File: src/rtl/input_cond_pkg.sv
// input_cond_pkg: shared switch width, default timing constants and button FSM states
package input_cond_pkg;
  localparam int SW_W = 4;
  localparam int DEF_DEBOUNCE_CYCLES = 500000;
  localparam int DEF_REPEAT_CYCLES = 25000000;
  typedef enum logic [1:0] {IDLE, PRESS_WAIT, HELD, RELEASE_WAIT} btn_state_t;
endpackage

File: src/rtl/sync_2ff.sv
// sync_2ff: two-flop synchroniser bank for asynchronous inputs
module sync_2ff #(
  parameter int WIDTH = 1
) (
  input  logic             clk,
  input  logic             rst_n,
  input  logic [WIDTH-1:0] d,
  output logic [WIDTH-1:0] q
);
  logic [WIDTH-1:0] r_meta;
  logic [WIDTH-1:0] r_sync;
  // back-to-back flops with nothing in between so the first stage can settle
  always_ff @(posedge clk or negedge rst_n)
    if (!rst_n) begin
      r_meta <= '0;
      r_sync <= '0;
    end else begin
      r_meta <= d;
      r_sync <= r_meta;
    end
  assign q = r_sync;
endmodule

File: src/rtl/input_conditioner.sv
// input_conditioner: sync + debounce of switches and confirm button; INPUT_COND_REPEAT_EN adds held-button auto-repeat
module input_conditioner
  import input_cond_pkg::*;
#(
  parameter int DEBOUNCE_CYCLES = DEF_DEBOUNCE_CYCLES,
  parameter int CNT_W = 20,
  parameter int REPEAT_CYCLES = DEF_REPEAT_CYCLES
) (
  input  logic            clk,
  input  logic            rst_n,
  input  logic [SW_W-1:0] sw_raw,
  input  logic            btn_raw,
  output logic [SW_W-1:0] sw_stable,
  output logic            btn_level,
  output logic            btn_pulse,
  output logic [SW_W-1:0] sw_captured
);
  localparam logic [CNT_W-1:0] DB_LAST = CNT_W'(DEBOUNCE_CYCLES - 1);
  if (DEBOUNCE_CYCLES < 2 || (64'(1) << CNT_W) <= 64'(DEBOUNCE_CYCLES) || REPEAT_CYCLES < 2) begin : g_bad_cfg
    $error("input_conditioner: illegal DEBOUNCE_CYCLES/CNT_W/REPEAT_CYCLES");
  end
  logic [SW_W:0]      w_sync;
  logic [SW_W-1:0]    w_sw;
  logic               w_btn;
  logic [SW_W-1:0]    r_sw_stable;
  logic [SW_W-1:0]    r_sw_last;
  logic [CNT_W-1:0]   r_sw_cnt;
  btn_state_t         r_state;
  btn_state_t         w_state_nxt;
  logic [CNT_W-1:0]   r_btn_cnt;
  logic [CNT_W-1:0]   w_btn_cnt_nxt;
  logic               w_press;
  logic               w_release;
  logic               w_repeat;
  logic               r_btn_level;
  logic               r_btn_pulse;
  logic [SW_W-1:0]    r_sw_captured;
  sync_2ff #(.WIDTH(SW_W + 1)) u_sync (
    .clk  (clk),
    .rst_n(rst_n),
    .d    ({btn_raw, sw_raw}),
    .q    (w_sync)
  );
  assign w_sw  = w_sync[SW_W-1:0];
  assign w_btn = w_sync[SW_W];
  // a new vector must hold for DEBOUNCE_CYCLES cycles; a change restarts the count with this cycle as the first
  always_ff @(posedge clk or negedge rst_n)
    if (!rst_n) begin
      r_sw_stable <= '0;
      r_sw_last   <= '0;
      r_sw_cnt    <= '0;
    end else begin
      r_sw_last <= w_sw;
      if (w_sw == r_sw_stable) r_sw_cnt <= '0;
      else if (w_sw != r_sw_last) r_sw_cnt <= CNT_W'(1);
      else if (r_sw_cnt == DB_LAST) begin
        r_sw_stable <= w_sw;
        r_sw_cnt    <= '0;
      end else r_sw_cnt <= r_sw_cnt + CNT_W'(1);
    end
  // button FSM next state; the cycle a wait state is entered counts as its first debounce cycle
  always_comb begin
    w_state_nxt   = r_state;
    w_btn_cnt_nxt = '0;
    w_press       = 1'b0;
    w_release     = 1'b0;
    case (r_state)
      IDLE:
        if (w_btn) begin
          w_state_nxt   = PRESS_WAIT;
          w_btn_cnt_nxt = CNT_W'(1);
        end
      PRESS_WAIT:
        if (!w_btn) w_state_nxt = IDLE;
        else if (r_btn_cnt == DB_LAST) begin
          w_state_nxt = HELD;
          w_press     = 1'b1;
        end else w_btn_cnt_nxt = r_btn_cnt + CNT_W'(1);
      HELD:
        if (!w_btn) begin
          w_state_nxt   = RELEASE_WAIT;
          w_btn_cnt_nxt = CNT_W'(1);
        end
      RELEASE_WAIT:
        if (w_btn) w_state_nxt = HELD;
        else if (r_btn_cnt == DB_LAST) begin
          w_state_nxt = IDLE;
          w_release   = 1'b1;
        end else w_btn_cnt_nxt = r_btn_cnt + CNT_W'(1);
      default: w_state_nxt = IDLE;
    endcase
  end
`ifdef INPUT_COND_REPEAT_EN
  localparam int RPT_W = $clog2(REPEAT_CYCLES);
  localparam logic [RPT_W-1:0] RPT_LAST = RPT_W'(REPEAT_CYCLES - 1);
  logic [RPT_W-1:0] r_rpt_cnt;
  logic             w_stay_held;
  assign w_stay_held = (r_state == HELD) && (w_state_nxt == HELD);
  assign w_repeat    = w_stay_held && (r_rpt_cnt == RPT_LAST);
  // repeat timer runs only while the button remains in HELD and restarts after each repeat
  always_ff @(posedge clk or negedge rst_n)
    if (!rst_n) r_rpt_cnt <= '0;
    else r_rpt_cnt <= (w_stay_held && !w_repeat) ? r_rpt_cnt + RPT_W'(1) : '0;
`else
  assign w_repeat = 1'b0;
`endif
  // FSM state, debounce counter and registered outputs; capture sees sw_stable from before this edge
  always_ff @(posedge clk or negedge rst_n)
    if (!rst_n) begin
      r_state       <= IDLE;
      r_btn_cnt     <= '0;
      r_btn_level   <= 1'b0;
      r_btn_pulse   <= 1'b0;
      r_sw_captured <= '0;
    end else begin
      r_state       <= w_state_nxt;
      r_btn_cnt     <= w_btn_cnt_nxt;
      r_btn_level   <= w_press ? 1'b1 : w_release ? 1'b0 : r_btn_level;
      r_btn_pulse   <= w_press | w_repeat;
      r_sw_captured <= (w_press | w_repeat) ? r_sw_stable : r_sw_captured;
    end
  assign sw_stable   = r_sw_stable;
  assign btn_level   = r_btn_level;
  assign btn_pulse   = r_btn_pulse;
  assign sw_captured = r_sw_captured;
endmodule

File: config.mk
export PLATFORM = sky130hd
export DESIGN_NAME = input_conditioner
export DESIGN_NICKNAME = d
export VERILOG_FILES = /design/src/rtl/input_cond_pkg.sv /design/src/rtl/sync_2ff.sv /design/src/rtl/input_conditioner.sv
export SDC_FILE = /design/constraint.sdc
export NUM_CORES = 1
export LEC_CHECK = 0
export BUFFER_PORTS_ARGS = -buffer_cell sky130_fd_sc_hd__clkbuf_2
export CAP_MARGIN = 20
export CELL_PAD_IN_SITES_DETAIL_PLACEMENT = 1
export CELL_PAD_IN_SITES_GLOBAL_PLACEMENT = 2
export CORE_ASPECT_RATIO = 1.4
export CORE_MARGIN = 2
export CORE_UTILIZATION = 40
export DETAILED_ROUTE_END_ITERATION = 10
export GPL_ROUTABILITY_DRIVEN = 0
export GPL_TIMING_DRIVEN = 0
export PLACE_DENSITY_LB_ADDON = 0.1
export SLEW_MARGIN = 20
export SYNTH_ARGS = -nofsm -noshare
export SYNTH_HDL_FRONTEND = slang
export SYNTH_HIERARCHICAL = 1
export SYNTH_SLANG_ARGS = --single-unit
File: constraint.sdc
create_clock -name clk -period 2.85 [get_ports clk]
set_input_delay 0.285 -clock clk [delete_from_list [all_inputs] [get_ports clk]]
set_output_delay 0.285 -clock clk [all_outputs]
set_load 0.02 [all_outputs]
# Word level (Yosys, flattened, before mapping)
# Index checks and enable logic that the tools add are counted.
op_classes:
  n_reduce_logical: 4
  addsub: 2
  bitwise: 2
  eq_ne: 11
  mux: 23
ops:
  columns: ["op", "n"]
  rows:
  - ["$mux 20", 6]
  - ["$pmux 20 s4", 1]
  - ["$add 20x1->20 const B", 2]
  - ["$eq 20x19->1 const B", 2]
  - ["$mux 2", 6]
  - ["$mux 1", 9]
  - ["$pmux 2 s4", 1]
  - ["$eq 2x2->1 const B", 2]
  - ["$eq 4x4->1", 1]
  - ["$ne 4x4->1", 1]
  - ["$reduce_and 4->1", 1]
  - ["$ne 3x2->1 const B", 1]
  - ["$ne 3x3->1 const B", 1]
  - ["$reduce_and 3->1", 1]
  - ["$eq 2x1->1 const B", 1]
  - ["$logic_not 2->1", 1]
  - ["$ne 2x1->1 const B", 1]
  - ["$ne 2x2->1 const B", 1]
  - ["$not 1->1", 2]
  - ["$reduce_bool 2->1", 1]
totals:
  out_inout_bits: 10
  wordCells: 52
  reg_bits: 66
  in_bits: 7

# Logic depth before layout (Yosys ltp)
# Gate-level depths: netlist of the first run.
logic_depth:
  depth_word: 6
  depth_mapped: 7
  mapped_depth_nobuf: 5

# Hierarchy
# The synthesis of the first run kept the hierarchy.
by_module_without_submodules:
  columns: ["mod", "seq_area_each_um2", "cells_each", "n_inst", "area_per_inst_um2"]
  rows:
  - ["input_conditioner", 1401.3, 258, 1, 2731.4]
  - ["sync_2ff", 250.2, 10, 1, 250.2]

# Worst setup path before layout of the first run
# No wires, ideal clock.
synth_timing:
  path_kind: "reg2reg"
  start: "register r_sw_cnt[0]"
  end: "register r_sw_cnt[18]"
  arrival_time_ps: 1892
  setup_time_ps: 81
  period_less_slack_ps: 1972
  setup_slack_ps: 878
  t_required_ps: 2769
  n_path_buf: 1
  stages_incl_launch_ff: 7
  path_cell_list: "dfrtp_1 -> ha_1 -> nand4_2 -> or4_1 -> buf_2 -> or4_1 -> a21oi_1"
synth_between:
  elab_chain_len: 4
  elab_cells_between_ends: 5
  classes_between: "add/sub: 1; eq/ne: 1; mux: 3"
synth_rtl:
  columns: ["element", "line_no", "source"]
  rows:
  - ["from (decl)", "input_conditioner.sv:27", "logic [CNT_W-1:0] r_sw_cnt;"]
  - ["from (signal assigned)", "input_conditioner.sv:59", "end else r_sw_cnt <= r_sw_cnt + CNT_W'(1);"]
  - ["$add 20x1->20 or $eq 20x19->1 (tied branches)", "input_conditioner.sv:59, input_conditioner.sv:56", null]
  - ["$mux 20 *", "input_conditioner.sv:56", "else if (r_sw_cnt == DB_LAST) begin"]
  - ["$mux 20 *", "input_conditioner.sv:55", "else if (w_sw != r_sw_last) r_sw_cnt <= CNT_W'(1);"]
  - ["$mux 20 *", "input_conditioner.sv:54", "if (w_sw == r_sw_stable) r_sw_cnt <= '0;"]
# Mark *: on every way between the ends. The rest lies on a longest branch, timed or not.
# A chain may end at the register's enable or synchronous reset.

# Final worst setup path of the first run
layout_timing:
  start: "register r_btn_cnt[11]"
  end: "register r_btn_cnt[12]"
layout_between:
  elab_chain_len: 4
  elab_cells_between_ends: 6
  classes_between: "add/sub: 1; eq/ne: 1; mux: 4"
layout_rtl:
  columns: ["element", "line_no", "source"]
  rows:
  - ["from (decl)", "input_conditioner.sv:30", "logic [CNT_W-1:0] r_btn_cnt;"]
  - ["from (signal assigned)", "input_conditioner.sv:117", "r_btn_cnt <= w_btn_cnt_nxt;"]
  - ["$add 20x1->20 or $eq 20x19->1 (tied branches)", null, null]
  - ["$mux 20 *", "input_conditioner.sv:75, input_conditioner.sv:86", null]
  - ["$mux 20, on equally long branches", "input_conditioner.sv:85, input_conditioner.sv:74", null]
  - ["$pmux 20 s4 *", "input_conditioner.sv:67", "case (r_state)"]
  - ["named net w_btn_cnt_nxt[12]", "input_conditioner.sv:31", "logic [CNT_W-1:0] w_btn_cnt_nxt;"]
# The timed path passes the listed nets; every way through them passes the cells marked *.

==> flow_summary_export.csv, run 1 <==
group,metric,value,unit
status,outcome,"completed",
power_and_ir_drop,pwr-share-clk,0.455,
cells_and_area,diodes,0,
drt,firstDrtPassIters,4,
cells_and_area,layout.area.seq,0.00165,sq mm
timing,worst_pin_slew,0.587,ns
timing,fin_skew,0.0102,ns
power_and_ir_drop,p_comb_frac,0.031,
die,die_w,77.0,um
timing,fin_ws,0.479,ns
timing,finalSetupViolations,0,
die,die_y,106,um
global_route,grt_usage,0.183,
drt,drtAntennaViolNets,0,
setup_path,arrival,2.60,ns
power_and_ir_drop,switching_share,0.220,
power_and_ir_drop,sequentialPowerShare,0.514,
hold_path,hold_path.class,"input port to register",
clock_network,htree_num_levels,3,
placed_design,portBuffers,16,
power_and_ir_drop,intPower,1.46,mW
global_route,grt_pass1_vias,2299,
timing,period_needed,2.37,ns
timing,finalHoldViolations,0,
cells_and_area,instances_no_fill,399,
setup_path,crit_type,"register to register",
power_and_ir_drop,power.switching,412,uW
global_route,grt_pass1_wl,11.6,mm
global_route,grt_max_degree,40,
die,initial_core_util,0.410,
timing,rsz0062_at_grt,"false",
synthesis,avgSynthCellArea,11.1,sq um
clock_network,clock_path_buffers,2,
synthesis,syn_area,0.00298,sq mm
cells_and_area,area_growth,14.9,%
clock_network,cts_root_buffer,"clkbuf_8",
power_and_ir_drop,p_leak,1.42,nW
timing,slew_violations,0,
synthesis,yosysWarnings,6,
cells_and_area,multi_input_area,0.00127,sq mm
setup_path,path_max_fanout,10,
drt,wl_per_cell,16.9,um
clock_network,numCtsBuffers,9,
timing,fmax,422,MHz
timing,tns,0,ns
clock_network,insertion_delay,0.34,ns
drt,drc,0,
placed_design,dp.cells,382,
die,core_area,0.00727,sq mm
synthesis,synth.distinct_cells,39,
placed_design,pre_cts_ws,0.485,ns
drt,route.vias.total,2180,
clock_network,clock-sinks,66,
setup_path,crit_required,3.08,ns
placed_design,post-dp-hpwl,4.68,mm
timing,period_share,0.832,
global_route,grt.overflow.total,0,
die,rows,37,
drt,drt_wl_total,6.73,mm
synthesis,syn_inst,268,
power_and_ir_drop,ir_drop,0.000252,V
die,die_area,0.00817,sq mm
cells_and_area,finalNetCount,306,
drt,viasPerCell,5.46,
power_and_ir_drop,power_density,547,mW/mm^2
die,io_pins,17,
synthesis,syn_nets,277,
clock_network,cts.repair.resized,0,
cells_and_area,drive_gt1_frac,0.159,
synthesis,ys_seq_area_frac,0.554,
clock_network,path_clk_slew,0.07,ns
setup_path,startpoint_type,"register",
drt,drt-initial-drc-count,51,
synthesis,ys_ff_latch,66,
setup_path,end_kind,"register",
global_route,antenna_found_initial,0,
cells_and_area,fill_cells,831,
clock_network,cts_tree,"done",
timing,timing.slew.headroom,0.603,
flow_run,max-cap-violations,0,
[logic make-up after synthesis]
| family | Yosys count | synth area share |
|---|---|---|
| buffers and inverters | 13 | 0.0185 |
| xor gates and xnor gates | 33 | 0.0969 |
| adders and majority gates | 2 | 0.00839 |
| muxes | 9 | 0.0340 |
| AOI/OAI and AO/OA | 31 | 0.0650 |
| DFF | 66 | 0.554 |
| and+or+nand+nor | 114 | 0.223 |
[layout by cell type (no fill, tap or decap), types with 2 or more instances in the layout]
cell       instances
nand2_1            9
mux2_2             9
or3_1              7
o21ai_0            6
nor2_1            30
a21oi_1           12
clkbuf_2          15
and4_2             2
nor4_1             5
a21boi_0           2
inv_1              7
and4_1             8
xnor2_1           17
buf_2              2
dfrtp_1           66
nand3_1           15
nor3_1             4
clkbuf_1           5
and3_1             2
o31ai_1            6
ha_1               2
xor2_1            16
clkbuf_8           9
nand4_1           11
a21o_1             2
or4_1              7
and2_1             2
bufinv_16          2
nor4b_1            3
clkinv_2           2
[Yosys cell counts]
cell type  instances  share of area
a211oi_1           1         0.0025
ha_1               2         0.0084
and4_1             8          0.024
and2_1             2         0.0042
nand3_1           15          0.025
or4b_1             1         0.0034
dfrtp_1           66           0.55
and3_1             2         0.0042
nor4b_1            3         0.0088
nor3b_1            1         0.0025
nor4_1             5          0.010
o211ai_2           1         0.0042
or3_1              7          0.015
inv_1              7         0.0088
or4_1              7          0.018
buf_2              2         0.0034
a211o_1            1         0.0029
nand4b_1           1         0.0029
mux2_2             9          0.034
nand4bb_1          1         0.0038
xor2_1            16          0.047
and4_2             2         0.0067
or4b_2             1         0.0034
o31ai_1            6          0.015
nor2_1            30          0.038
nand4_1           11          0.023
a21oi_1           12          0.020
clkbuf_1           3         0.0038
nand4_2            1         0.0042
and4b_1            1         0.0034
a21o_1             2         0.0050
buf_4              1         0.0025
nor3_1             4         0.0067
xnor2_1           17          0.050
o21ai_0            6          0.010
nand2_1            9          0.011
nor4bb_1           1         0.0034
a21boi_0           2         0.0050
nand2b_1           1         0.0021
[power by group through the flow]
stage	sequential [mW]	combinational (mW)	clock (mW)
final	0.963	0.0590	0.853
after global routing	0.965	0.0685	0.923
after CTS	0.963	0.0626	0.880
after detailed placement	0.981	0.0610	0
after global placement	0.981	0.0559	0
after floorplan	0.978	0.0258	0
[repair_timing]
item / in CTS / in global routing
hold endpoints to repair: 27 / 0
setup buffers: 0 / 0
hold buffers: 1 / 0
[flip-flops by register name, indices dropped and copies added (netlist names), named ones only]
signal,count
r_sw_last,4
u_sync/q,5
r_sw_cnt,20
btn_level,1
u_sync/r_meta,5
btn_pulse,1
sw_stable,4
sw_captured,4
r_btn_cnt,20
r_state,1
[routing by layer]
layer  track usage  vias to the layer above  share of wire
met5             0                        -              0
met4        0.0662                        0          0.020
met3        0.0458                        9          0.017
met2         0.340                       15           0.55
met1         0.200                     1122           0.41
li1              -                     1034              -
[final timing paths]
kind	endpoint	start	depth (start not counted)	slack [ns]
max in group asynchronous	r_btn_cnt[18]	rst_n	3	1.84
min in group asynchronous	r_sw_cnt[10]	rst_n	2	0.45
setup reg to reg	r_btn_cnt[12]	r_btn_cnt[11]	6	0.48
hold reg to reg	u_sync/q[4]	u_sync/r_meta[4]	0	0.35
setup / recovery	r_btn_cnt[12]	r_btn_cnt[11]	6	0.48
hold / removal	u_sync/r_meta[4]	btn_raw	1	0.05
[stage by stage]
stage / area, sq um / power [mW] / hold slack, ns / util
3_5_place_dp: 3210 / 1.04 / 0.269 / 0.441
6_report: 3430 / 1.87 / 0.0510 / 0.471
4_1_cts: 3430 / 1.91 / 0.0325 / 0.471
2_1_floorplan: 2980 / 1.00 / -0.0106 / -
5_1_grt: 3430 / 1.96 / 0.0263 / 0.471
3_3_place_gp: 3180 / 1.04 / 0.332 / 0.438
[final cells by class]
type / count / area share
sequential: 66 / 0.482
tap: 97 / 0.0354
multi-input combinational: 189 / 0.372
clock inverter: 5 / 0.0230
timing repair buffer: 18 / 0.0329
buffer: 6 / 0.00840
inverter: 7 / 0.00767
clock buffer: 11 / 0.0383
[worst max-delay path, cell delays in order (launching register included)]
cell     delay, ns
dfrtp_1       0.44
or4b_2        0.69
nor4_1        0.44
a21o_1        0.19
buf_2         0.21
buf_4         0.22
nor2_1        0.06
(Power assumes the default switching activity.)
==> run 2, diff against run 1 <==
Settings changed: CORE_UTILIZATION 40 to 36.
Clock period 2.85 ns to 2.15 ns, I/O delays scaled along.
==> run 2 against run 1 <==
Compared with the run above:
- via count decreased by 0.41%
- maximum frequency increased by 16%
- critical path type unchanged
- design area increased by 8.2%
- count of clock-buffer cells in the layout decreased by 2
- clock skew decreased by 0.0048 ns
- first-iteration DRC count increased by 24%
- core utilization decreased by 1.4 points
==> flow_summary_export.csv, run 2 (same netlist as run 1, synthesis figures left out) <==
group,metric,value,unit
global_route,grt.overflow.total,0,
clock_network,htree_num_levels,3,
setup_path,arrival,2.26,ns
timing,period_needed,2.04,ns
timing,period_share,0.951,
clock_network,cts_root_buffer,"clkbuf_16",
timing,hold_slack,0.344,ns
setup_path,rr_worst_depth,4,
clock_network,numCtsBuffers,9,
global_route,grt_usage,0.169,
power_and_ir_drop,fin_total_pwr,3.05,mW
die,die_w,80.9,um
hold_path,hold_start,"u_sync/r_meta[0]",
timing,timing.slew.headroom,0.654,
die,initial_core_util,0.368,
die,core_area,0.00810,sq mm
die,die_y,112,um
setup_path,startpoint_type,"register",
placed_design,post-dp-hpwl,4.69,mm
status,outcome,"completed",
clock_network,clock_path_buffers,2,
die,die_area,0.00904,sq mm
global_route,grt_pass1_wl,11.4,mm
global_route,grt_pass1_vias,2271,
timing,fin_skew,0.00544,ns
drt,viasPerCell,5.27,
cells_and_area,layout_common_cells,"dfrtp_1, nor2_1, xnor2_1",
setup_path,crit_type,"register to register",
hold_path,whs_endpoint,"u_sync/q[0]",
drt,drc,0,
setup_path,path_max_fanout,6,
setup_path,end_kind,"register",
setup_path,reg2reg_slack,0.11,ns
cells_and_area,finalNetCount,314,
setup_path,crit_required,2.37,ns
clock_network,cts_tree,"done",
hold_path,hold_path.class,"register to register",
cells_and_area,area_growth,24.3,%
cells_and_area,fill_cells,912,
timing,slew_violations,0,
timing,worst_pin_slew,0.515,ns
timing,rsz0062_at_grt,"true",
timing,finalSetupViolations,0,
power_and_ir_drop,p_leak,1.53,nW
drt,drt-initial-drc-count,63,
placed_design,portBuffers,16,
clock_network,path_clk_slew,0.06,ns
clock_network,clock-sinks,66,
timing,finalHoldViolations,0,
global_route,antenna_found_initial,0,
power_and_ir_drop,power_density,823,mW/mm^2
cells_and_area,top_regs,"r_btn_cnt: 20 flops, r_sw_cnt: 20 flops",
setup_path,r2r_start,"r_btn_cnt[11]",
flow_run,max-cap-violations,0,
timing,fmax,489,MHz
cells_and_area,layout_commonest_cell,"dfrtp_1",
die,io_pins,17,
cells_and_area,drive_gt1_frac,0.190,
timing,tns,0,ns
power_and_ir_drop,ir_drop,0.000437,V
drt,drt_wl_total,6.84,mm
drt,route.vias.total,2171,
clock_network,insertion_delay,0.33,ns
drt,firstDrtPassIters,4,
global_route,grt_max_degree,36,
die,rows,39,
cells_and_area,diodes,0,
hold_path,hold_depth,0,
drt,drtAntennaViolNets,0,
drt,wl_per_cell,16.6,um
==> run 2: what timing repair did <==
action / 4_1_cts / 5_1_grt
hold endpoints to repair: 36 / 0
pin swaps: 0 / 1
gates resized for setup: 5 / 7
cloned: 0 / 0
buffers inserted: 1 / 2
endpoints found under the setup margin: 23 / 31
hold buffers: 6 / 0
==> run 2: worst max path at each step <==
stage / startpoint / end / slack, ns / cells after the start
finish: r_btn_cnt[11] / register / 0.11 / 4
global route: r_sw_cnt[1] / r_sw_cnt[18] / -0.006 / 6
CTS: r_sw_cnt[1] / r_sw_cnt[18] / 0.006 / 6
detailed placement: r_sw_cnt[12] / r_sw_cnt[7] / -0.16 / 5
global placement: r_sw_cnt[12] / r_sw_cnt[3] / -0.14 / 5
floorplan: r_sw_cnt[0] / r_sw_cnt[18] / 0.18 / 6
==> run 2: cell type report <==
cell class	instances	area [sq um]	share of cell area
inverters	7	26.3	0.00709
repair buffers	26	185	0.0499
multi-input cells	189	1340	0.361
clock inverters	7	118	0.0317
flip-flops and latches	66	1650	0.445
well taps	102	128	0.0344
plain buffers	6	36.3	0.00979
clock buffers	9	225	0.0607
==> run 2: stage by stage <==
step | cells | utilization | setup slack, ns | area, sq um
global placement | 386 | 0.394 | -0.145 | 3190
detailed placement | 387 | 0.397 | -0.162 | 3210
CTS | 410 | 0.449 | 0.00628 | 3640
finish | 412 | 0.458 | 0.105 | 3710
global route | 412 | 0.458 | -0.00591 | 3710
floorplan | 268 | - | 0.178 | 2980
==> run 2: critical path: stages (launching register included) <==
cell	delay (ns)
dfrtp_1	0.43
or4b_2	0.73
nor4_4	0.18
and3_1	0.24
mux2_2	0.34
==> run 2: layer usage <==
| metal | vias to the layer above | GRT usage | wire length, um |
|---|---|---|---|
| met2 | 13 | 0.286 | 3740 |
| met5 | - | 0 | 0 |
| met3 | 10 | 0.0413 | 131 |
| met4 | 0 | 0.0780 | 135 |
| li1 | 1049 | - | - |
| met1 | 1099 | 0.197 | 2830 |
==> run 2: power by group <==
group / leakage [nW] / internal [mW] / switching (mW) / total (mW)
clock network: 0.169 / 1.13 / 0.547 / 1.68
registers: 0.881 / 1.26 / 0.0156 / 1.28
logic: 0.482 / 0.0378 / 0.0585 / 0.0963
total: 1.53 / 2.43 / 0.621 / 3.05
==> run 3, diff against run 2 <==
--- a/config.mk
+++ b/config.mk
@@ -10,6 +10,6 @@
 export CELL_PAD_IN_SITES_DETAIL_PLACEMENT = 1
-export CELL_PAD_IN_SITES_GLOBAL_PLACEMENT = 2
+export CELL_PAD_IN_SITES_GLOBAL_PLACEMENT = 1
 export CORE_ASPECT_RATIO = 1.4
 export CORE_MARGIN = 2
-export CORE_UTILIZATION = 36
+export CORE_UTILIZATION = 44
 export DETAILED_ROUTE_END_ITERATION = 10
--- a/constraint.sdc
+++ b/constraint.sdc
@@ -3,2 +3,2 @@
 set_output_delay 0.215 -clock clk [all_outputs]
-set_load 0.02 [all_outputs]
+set_load 0.05 [all_outputs]
==> run 3 against run 2 <==
Compared with the run above:
- routed wire length decreased by 3.7%
- cell count decreased by 6.8%
- critical path depth unchanged
- setup slack got worse by 0.040 ns
- first-iteration DRC count increased by 87%
- power decreased by 21%
- register-to-register slack got worse by 0.04 ns
- count of clock-buffer cells in the layout unchanged
- combinational power increased by 2.8%
- sequential share of layout area increased by 2.4 points
- core utilization increased by 7.8 points
- largest power group is now registers
==> flow_summary_export.csv, run 3 (same netlist as run 1, synthesis figures left out) <==
group,metric,value,unit
status,outcome,"completed",
timing,fmax,480,MHz
setup_path,cp_slowest_cell,"or4b_2",
setup_path,path_max_fanout,6,
timing,timing.slew.headroom,0.673,
timing,tns,0,ns
drt,drt-initial-drc-count,118,
power_and_ir_drop,sequentialPowerShare,0.530,
global_route,grt_usage,0.199,
drt,route.vias.total,2184,
drt,firstDrtPassIters,4,
cells_and_area,finalInstanceArea,0.00352,sq mm
setup_path,crit_path_max_incr_delay,0.74,ns
die,die_w,73.6,um
setup_path,arrival,2.32,ns
setup_path,rr_worst_depth,4,
clock_network,clock-sinks,66,
cells_and_area,finalNetCount,314,
setup_path,crit_type,"register to register",
clock_network,insertion_delay,0.35,ns
clock_network,htree_num_levels,3,
power_and_ir_drop,p_leak,1.45,nW
timing,finalSetupViolations,0,
power_and_ir_drop,pwr-share-clk,0.429,
setup_path,crit_required,2.39,ns
power_and_ir_drop,power.switching,577,uW
timing,fin_skew,0.00532,ns
drt,viasPerCell,5.69,
global_route,grt.overflow.total,0,
cells_and_area,drive_gt1_frac,0.187,
global_route,grt_max_degree,37,
setup_path,cp.depth,4,
power_and_ir_drop,switching_share,0.240,
setup_path,end_kind,"register",
setup_path,r2r_start,"r_btn_cnt[11]",
global_route,grt_pass1_vias,2342,
die,rows,35,
timing,period_share,0.970,
drt,drt_wl_total,6.59,mm
setup_path,reg2reg_slack,0.07,ns
die,io_pins,17,
clock_network,path_clk_slew,0.08,ns
timing,hold_slack,0.354,ns
clock_network,cts_tree,"done",
die,core_area,0.00657,sq mm
flow_run,max-cap-violations,0,
die,die_y,101,um
timing,finalHoldViolations,0,
placed_design,portBuffers,16,
timing,worst_pin_slew,0.486,ns
power_and_ir_drop,power_density,684,mW/mm^2
cells_and_area,diodes,0,
setup_path,startpoint_type,"register",
global_route,grt_pass1_wl,11.3,mm
setup_path,crit_chain,"or4b_2, nor4_4, and3_1, mux2_2",
placed_design,placed_cell_area,0.00318,sq mm
drt,wl_per_cell,17.2,um
cells_and_area,top_regs,"r_btn_cnt: 20 flops, r_sw_cnt: 20 flops",
cells_and_area,area_growth,18.0,%
drt,drc,0,
hold_path,hold_path.class,"register to register",
placed_design,post-dp-hpwl,4.49,mm
setup_path,setup.worst_path.start,"r_btn_cnt[11]",
clock_network,cts_root_buffer,"clkbuf_8",
global_route,antenna_found_initial,0,
power_and_ir_drop,p_comb_frac,0.041,
clock_network,numCtsBuffers,9,
drt,drtAntennaViolNets,0,
setup_path,cp_num_buf_inv,0,
timing,slew_violations,0,
die,die_area,0.00746,sq mm
power_and_ir_drop,intPower,1.83,mW
setup_path,cpLargestDelayFamily,"simple AND/OR/NAND/NOR gates",
cells_and_area,layout_common_cells,"dfrtp_1, nor2_1, xnor2_1",
cells_and_area,layout_commonest_cell,"dfrtp_1",
clock_network,clock_path_buffers,2,
power_and_ir_drop,ir_drop,0.000386,V
cells_and_area,instances_no_fill,384,
timing,period_needed,2.08,ns
die,initial_core_util,0.454,
placed_design,dp.cells,359,
==> run 3: how the worst min path moves through the flow <==
stage                     start          endpoint  slack, ns  cells past startpoint
3_5_place_dp              rst_n      r_sw_cnt[12]       0.21                      1
3_3_place_gp          sw_raw[1]  u_sync/r_meta[1]       0.32                      1
2_1_floorplan             rst_n         async pin      -0.08                      0
6_report       u_sync/r_meta[0]       u_sync/q[0]       0.35                      0
4_1_cts        u_sync/r_meta[2]       u_sync/q[2]       0.36                      0
5_1_grt        u_sync/r_meta[4]       u_sync/q[4]       0.36                      0
==> run 3: routing by layer <==
layer / share of wire / up-vias / wire [um] / GRT usage
met5: 0 / - / 0 / 0
met4: 0.018 / 0 / 119 / 0.0727
met3: 0.020 / 11 / 134 / 0.0507
met2: 0.54 / 20 / 3590 / 0.345
met1: 0.42 / 1109 / 2750 / 0.235
li1: - / 1044 / - / -
==> run 3: layout make-up <==
class,count,area (sq um)
Fill cell,718,3050
Sequential cell,66,1650
Multi-Input combinational cell,189,1340
Timing Repair Buffer,26,185
Clock buffer,9,124
Tap cell,74,92.6
Clock inverter,7,70.1
Buffer,6,32.5
Inverter,7,26.3
==> run 3: through the flow <==
| step | total power, mW | util | setup WS (ns) |
|---|---|---|---|
| floorplan | 1.33 | - | 0.178 |
| global placement | 1.37 | 0.480 | -0.102 |
| detailed placement | 1.38 | 0.484 | -0.101 |
| CTS | 2.44 | 0.528 | 0.0254 |
| global route | 2.52 | 0.536 | -0.0174 |
| finish | 2.41 | 0.536 | 0.0651 |
==> run 3: timing repair <==
action / 4_1_cts / 5_1_grt
pin swaps: 0 / 1
hold buffers: 6 / 0
setup buffers: 1 / 2
setup endpoints to repair: 22 / 26
resized for setup: 6 / 5
hold endpoints to repair: 35 / 0
==> run 3: power groups by stage <==
| stage | Clock, mW | Sequential [mW] | Combinational, mW |
|---|---|---|---|
| 2_1_floorplan | 0 | 1.30 | 0.0343 |
| 3_3_place_gp | 0 | 1.30 | 0.0734 |
| 3_5_place_dp | 0 | 1.30 | 0.0798 |
| 4_1_cts | 1.06 | 1.28 | 0.0957 |
| 5_1_grt | 1.13 | 1.28 | 0.113 |
| 6_report | 1.03 | 1.28 | 0.0990 |
